### src/rtl/alu_pkg.sv
// Shared execute-stage definitions: operand width, multiply FSM states and RV32M funct3 decoding.
package alu_pkg;

    localparam int XLEN = 32;

    localparam logic [2:0] ALUOP_MUL = 3'b111;

    localparam logic [2:0] MUL_F3    = 3'b000;
    localparam logic [2:0] MULH_F3   = 3'b001;
    localparam logic [2:0] MULHSU_F3 = 3'b010;
    localparam logic [2:0] MULHU_F3  = 3'b011;

    typedef enum logic [1:0] {
        IDLE,
        CALC,
        FIX,
        DONE
    } mul_state_e;

    // Encodings 1xx are not multiplies; they fall back to plain MUL behaviour.
    function automatic logic a_is_signed(input logic [2:0] f3);
        return f3 != MULHU_F3;
    endfunction

    function automatic logic b_is_signed(input logic [2:0] f3);
        return (f3 != MULHU_F3) && (f3 != MULHSU_F3);
    endfunction

    function automatic logic selects_low_half(input logic [2:0] f3);
        return f3[2] || (f3 == MUL_F3);
    endfunction

endpackage

### src/rtl/mul_shift_add_core.sv
// Radix-2 shift-add datapath on operand magnitudes, with a final sign fix-up.
// Sequenced entirely by the load/step/fix strobes from mul_sequencer.
module mul_shift_add_core #(
    parameter int XLEN = 32
) (
    input  logic              clk,
    input  logic              rst_n,
    input  logic              load_i,
    input  logic              step_i,
    input  logic              fix_i,
    input  logic              a_signed_i,
    input  logic              b_signed_i,
    input  logic [XLEN-1:0]   op_a_i,
    input  logic [XLEN-1:0]   op_b_i,
    output logic [2*XLEN-1:0] product_o
);

    logic [2*XLEN-1:0] acc_q, acc_d;
    logic [XLEN-1:0]   mcand_q, mcand_d;
    logic              neg_q, neg_d;

    logic              sign_a, sign_b;
    logic [XLEN-1:0]   mag_a, mag_b;
    logic [XLEN:0]     sum;
    logic [2*XLEN-1:0] fixed;

    // NOTE: every always_comb output gets a default first, so no path can infer a latch.
    always_comb begin
        sign_a  = a_signed_i & op_a_i[XLEN-1];
        sign_b  = b_signed_i & op_b_i[XLEN-1];
        mag_a   = sign_a ? -op_a_i : op_a_i;
        mag_b   = sign_b ? -op_b_i : op_b_i;
        sum     = {1'b0, acc_q[2*XLEN-1:XLEN]} + (acc_q[0] ? {1'b0, mcand_q} : '0);
        fixed   = neg_q ? -acc_q : acc_q;

        acc_d   = acc_q;
        mcand_d = mcand_q;
        neg_d   = neg_q;
        if (load_i) begin
            acc_d   = {{XLEN{1'b0}}, mag_a};
            mcand_d = mag_b;
            neg_d   = sign_a ^ sign_b;
        end else if (step_i) begin
            // The carry out of the upper-half add becomes the new MSB after the shift.
            acc_d = {sum, acc_q[XLEN-1:1]};
        end else if (fix_i) begin
            acc_d = fixed;
        end
    end

    // NOTE: sequential state uses non-blocking assignments so every register samples pre-edge values.
    always_ff @(posedge clk) begin
        if (!rst_n) begin
            acc_q   <= '0;
            mcand_q <= '0;
            neg_q   <= 1'b0;
        end else begin
            acc_q   <= acc_d;
            mcand_q <= mcand_d;
            neg_q   <= neg_d;
        end
    end

    assign product_o = fixed;

endmodule

### src/rtl/mul_sequencer.sv
// Multi-cycle multiply controller: stalls the pipeline for 32 shift-add steps plus a sign fix,
// then presents the selected product half with a one-cycle done pulse.
module mul_sequencer #(
    parameter int XLEN  = alu_pkg::XLEN,
    parameter int ITERS = XLEN
) (
    input  logic            clk,
    input  logic            rst_n,
    input  logic            start,
    input  logic            flush,
    input  logic [2:0]      funct3,
    input  logic [XLEN-1:0] op_a,
    input  logic [XLEN-1:0] op_b,
    output logic            stall,
    output logic            done,
    output logic [XLEN-1:0] result,
    output logic [2:0]      out_funct3
);

    import alu_pkg::*;

    localparam int CW = $clog2(ITERS);
    localparam logic [CW-1:0] LAST_STEP = CW'(ITERS - 1);

    mul_state_e        state_q, state_d;
    logic [CW-1:0]     count_q, count_d;
    logic [2:0]        f3_q, f3_d;
    logic [2:0]        out_f3_q, out_f3_d;
    logic [XLEN-1:0]   result_q, result_d;
    logic              load, step, fix;
    logic [2*XLEN-1:0] product;

    mul_shift_add_core #(.XLEN(XLEN)) u_core (
        .clk       (clk),
        .rst_n     (rst_n),
        .load_i    (load),
        .step_i    (step),
        .fix_i     (fix),
        .a_signed_i(a_is_signed(funct3)),
        .b_signed_i(b_is_signed(funct3)),
        .op_a_i    (op_a),
        .op_b_i    (op_b),
        .product_o (product)
    );

    always_comb begin
        state_d  = state_q;
        count_d  = count_q;
        f3_d     = f3_q;
        out_f3_d = out_f3_q;
        result_d = result_q;
        load     = 1'b0;
        step     = 1'b0;
        fix      = 1'b0;
        stall    = 1'b0;
        done     = 1'b0;

        unique case (state_q)
            IDLE: begin
                if (start) begin
                    stall   = 1'b1;
                    load    = 1'b1;
                    f3_d    = funct3;
                    count_d = '0;
                    state_d = CALC;
                end
            end
            CALC: begin
                stall   = 1'b1;
                step    = 1'b1;
                count_d = count_q + CW'(1);
                if (count_q == LAST_STEP) begin
                    state_d = FIX;
                end
            end
            FIX: begin
                stall    = 1'b1;
                fix      = 1'b1;
                result_d = selects_low_half(f3_q) ? product[XLEN-1:0] : product[2*XLEN-1:XLEN];
                out_f3_d = f3_q;
                state_d  = DONE;
            end
            DONE: begin
                // A start still high here belongs to the instruction being released.
                done    = 1'b1;
                state_d = IDLE;
            end
            default: state_d = IDLE;
        endcase

        // Flush overrides everything: no load, no result update, no done, pipeline free to move.
        if (flush) begin
            state_d  = IDLE;
            count_d  = '0;
            f3_d     = f3_q;
            out_f3_d = out_f3_q;
            result_d = result_q;
            load     = 1'b0;
            step     = 1'b0;
            fix      = 1'b0;
            stall    = 1'b0;
            done     = 1'b0;
        end
    end

    always_ff @(posedge clk) begin
        if (!rst_n) begin
            state_q  <= IDLE;
            count_q  <= '0;
            f3_q     <= '0;
            out_f3_q <= '0;
            result_q <= '0;
        end else begin
            state_q  <= state_d;
            count_q  <= count_d;
            f3_q     <= f3_d;
            out_f3_q <= out_f3_d;
            result_q <= result_d;
        end
    end

    assign result     = result_q;
    assign out_funct3 = out_f3_q;

endmodule

### config.mk
export PLATFORM = sky130hd
export DESIGN_NAME = mul_sequencer
export DESIGN_NICKNAME = d
export VERILOG_FILES = /design/src/rtl/alu_pkg.sv /design/src/rtl/mul_shift_add_core.sv /design/src/rtl/mul_sequencer.sv
export SDC_FILE = /design/constraint.sdc
export NUM_CORES = 1
export LEC_CHECK = 0
export CAP_MARGIN = 30
export CORE_MARGIN = 8
export CORE_UTILIZATION = 25
export CTS_CLUSTER_SIZE = 40
export DETAILED_ROUTE_END_ITERATION = 7
export GPL_TIMING_DRIVEN = 0
export REMOVE_ABC_BUFFERS = 1
export SYNTH_ARGS = -nofsm -noshare
export SYNTH_HDL_FRONTEND = slang
export SYNTH_HIERARCHICAL = 1
export SYNTH_SLANG_ARGS = --single-unit
### constraint.sdc
create_clock -name clk -period 4.8 [get_ports clk]
set_clock_uncertainty 0.1 [all_clocks]
set_input_delay 0.72 -clock clk [delete_from_list [all_inputs] [get_ports clk]]
set_output_delay 0.72 -clock clk [all_outputs]
set_load 0.01 [all_outputs]
==> results.py <==
metrics = {
    "flow_run": {
        "maxCapViolCount": 0,
    },
    "detailed_routing": {
        "viasPerCell": 5.09,
        "ant_nets": 0,
        "drtIter0Drc": 697,
        "drt_first_pass_iters": 5,
        "wirelength_um": 35300,
        "wire_per_inst_um": 17.0,
        "num_vias": 10600,
        "drc_errors": 0,
    },
    "synthesis": {
        "synth_top_cell_by_area": "dfxtp_1",
        "yosys_warnings": 6,
        "syn_inst": 1444,
        "synth_top_area_share_pct": 26.0,
        "synth-edff-count": 0,
        "ys_types": 70,
        "synth.area.top_cells": "dfxtp_1, xnor2_1, nand2_1",
        "ys_seq_area_share_pct": 26.0,
        "synth_seq_cells": 142,
        "async_reset_ff_share_pct": 0,
        "ys_dominant_reg_cell": "dfxtp_1",
        "synth_area_um2": 10900,
        "avgSynthCellArea_um2": 7.57,
    },
    "placement": {
        "hpwl_um": 26600,
        "port_buffers": 107,
        "dp.cells": 2049,
        "dp_slack_ns": 0.290,
        "dpl-instance-area_um2": 12600,
        "place_congestion": 0.849,
    },
    "finish": {
        "fin_util_pct": 30.6,
        "fin_area_um2": 13200,
        "layout_commonest_cell": "nand2_1",
        "antenna_cells": 0,
        "final_cell_mix": "nand2_1, dfxtp_1, xnor2_1, o21ai_0, clkdlybuf4s50_1",
        "n_fill_cell": 4540,
        "area_delta_synth_final_pct": 20.7,
        "fin_cells": 2081,
        "drive_gt1_share_pct": 4.75,
        "final_nets": 1598,
    },
    "critical_path": {
        "critical_path_class": "reg2reg",
        "cp.required_ns": 5.06,
        "reg2reg_slack_ns": 0.72,
        "reg2reg_to": "result[29]",
        "rr_worst_depth": 9,
        "r2r-start": "u_core/acc_q[9]",
        "cp-startpoint": "u_core/acc_q[9]",
        "path_max_fanout": 13,
        "cp-start-kind": "flop",
        "crit_arrival_ns": 4.34,
        "crit_end": "result[29]",
        "worstSetupEndpointType": "flop",
    },
    "min_path": {
        "hold_class": "reg2reg",
        "worstHoldStart": "u_core/mcand_q[27]",
    },
    "sta": {
        "hold_slack_ns": 0.347,
        "finalSetupViolCount": 0,
        "drv_slew": 0,
        "worst_slack_ns": 0.718,
        "tightest_slew_ns": 0.966,
        "period_share_pct": 85.0,
        "rsz0062_at_grt": "no",
        "relSlewSlack_pct": 35.4,
        "finalCriticalPeriod_ns": 4.08,
        "max_freq_mhz": 245,
        "final-hold-violation-count": 0,
    },
    "global_route": {
        "grt_max_degree": 95,
        "grt_pass1_vias": 10200,
        "grt_pass1_wl_um": 56300,
        "track_usage_pct": 13.6,
        "antenna_found_initial": 0,
        "grt.overflow.total": 0,
    },
    "clock_network": {
        "cts.sinks": 142,
        "cts.path.max_buffers": 2,
        "htree_levels": 4,
        "cts_hold_buffers": 0,
        "clkTransAtPathRegs_ns": 0.06,
        "cts_tree": "built",
        "cts_root_buffer": "clkbuf_16",
        "post-cts-setup-buffers": 0,
        "clock_latency_ns": 0.43,
        "cts_buffers": 17,
        "cts_resized": 0,
    },
    "floorplanning": {
        "fp.dieH_um": 225,
        "core.rowCount": 76,
        "start_util_pct": 25.4,
        "chipWidth_um": 225,
        "pin_count": 108,
        "coreArea_um2": 43100,
        "dieArea_um2": 50700,
    },
    "outcome": {
        "status": "complete, no violations",
    },
    "pwr": {
        "ir_drop_mv": 0.181,
        "leakage_nw": 4.99,
        "power_density_nw_per_um2": 258,
    },
}
## state kept, by name (all words and copies together) (netlist names)
name / flops
u_core/acc_q: 64
result: 32
u_core/mcand_q: 32
count_q: 5
f3_q: 3
out_funct3: 3
state_q: 2
u_core/neg_q: 1
## cell usage after synthesis, types with 4 or more instances
| library cell | number |
|---|---|
| o21bai_1 | 10 |
| buf_6 | 4 |
| a21oi_1 | 102 |
| mux2i_1 | 14 |
| or2_2 | 9 |
| nor2b_1 | 17 |
| o211ai_1 | 14 |
| nand4_1 | 8 |
| o21ai_0 | 117 |
| dfxtp_1 | 142 |
| xor2_1 | 67 |
| buf_2 | 5 |
| nand2_1 | 187 |
| nor3_1 | 24 |
| clkbuf_1 | 78 |
| nor4_1 | 20 |
| nor2_1 | 81 |
| and2_1 | 42 |
| o21a_1 | 7 |
| a21o_1 | 16 |
| and3_1 | 13 |
| o211a_1 | 26 |
| o22ai_1 | 24 |
| o221ai_1 | 7 |
| or3_1 | 24 |
| inv_1 | 26 |
| nand3b_1 | 5 |
| buf_1 | 8 |
| or4_1 | 10 |
| a211oi_1 | 15 |
| o31ai_1 | 25 |
| a21boi_0 | 4 |
| nand2b_1 | 14 |
| nand3_1 | 20 |
| xnor2_1 | 120 |
| a31oi_1 | 41 |
| ha_1 | 43 |
| o41ai_1 | 10 |
## metal layers
| layer | part of all wire [%] | track usage, % | wire length (µm) | vias up |
|---|---|---|---|---|
| li1 | - | - | - | 5254 |
| met1 | 46 | 17.4 | 16300 | 4980 |
| met2 | 46 | 22.7 | 16400 | 311 |
| met3 | 5.4 | 2.71 | 1890 | 44 |
| met4 | 2.1 | 4.71 | 750 | 0 |
| met5 | 0 | 0 | 0 | - |
## report_power, final
part / internal, mW / total (mW) / switching (mW)
logic: 0.302 / 0.703 / 0.402
registers: 1.23 / 1.31 / 0.0742
clock network: 0.825 / 1.39 / 0.570
## final cells by class
| cell class | instances | area (µm²) | area share [%] |
|---|---|---|---|
| multi-input combinational | 1178 | 7610 | 57.7 |
| sequential | 142 | 2840 | 21.6 |
| timing repair buffer | 116 | 1290 | 9.75 |
| tap | 585 | 732 | 5.55 |
| clock buffer | 17 | 425 | 3.23 |
| clock inverter | 15 | 186 | 1.41 |
| inverter | 28 | 105 | 0.797 |
## worst min path at each step
stage	cells past startpoint	slack (ns)	endpoint
2_1_floorplan	2	0.32	u_core/mcand_q[24]
3_3_place_gp	2	0.33	u_core/mcand_q[25]
3_5_place_dp	2	0.34	u_core/mcand_q[29]
4_1_cts	2	0.35	u_core/mcand_q[29]
5_1_grt	2	0.37	u_core/mcand_q[30]
6_report	2	0.35	u_core/mcand_q[27]
## kinds of logic (layout without fill, tap and decap cells)
family	after synthesis	after routing	synth area share, %
mux	14	14	1.28
compound gates	446	446	26.3
fa+ha+maj	44	44	5.11
flops	142	142	26.0
simple gates	487	487	21.7
buf+inv	124	176	4.63
xor+xnor	187	187	15.0
## worst max-delay path, cell delays in order, from the launching register on
cell,delay [ns]
dfxtp_1,0.37
or3_1,0.47
nor4_1,0.74
nand4_1,0.70
nor3_1,0.68
nand2_1,0.19
o41ai_1,0.34
xnor2_1,0.17
nand2_1,0.06
a31oi_1,0.18
## metrics by stage
| step | power [mW] | TNS (ns) |
|---|---|---|
| after floorplan | 1.76 | -0.129 |
| after global placement | 2.01 | -204.10 |
| after detailed placement | 2.03 | 0 |
| after CTS | 3.43 | 0 |
| after global routing | 3.57 | 0 |
| final | 3.41 | 0 |
Note: power is estimated with default switching activity, not from simulation.
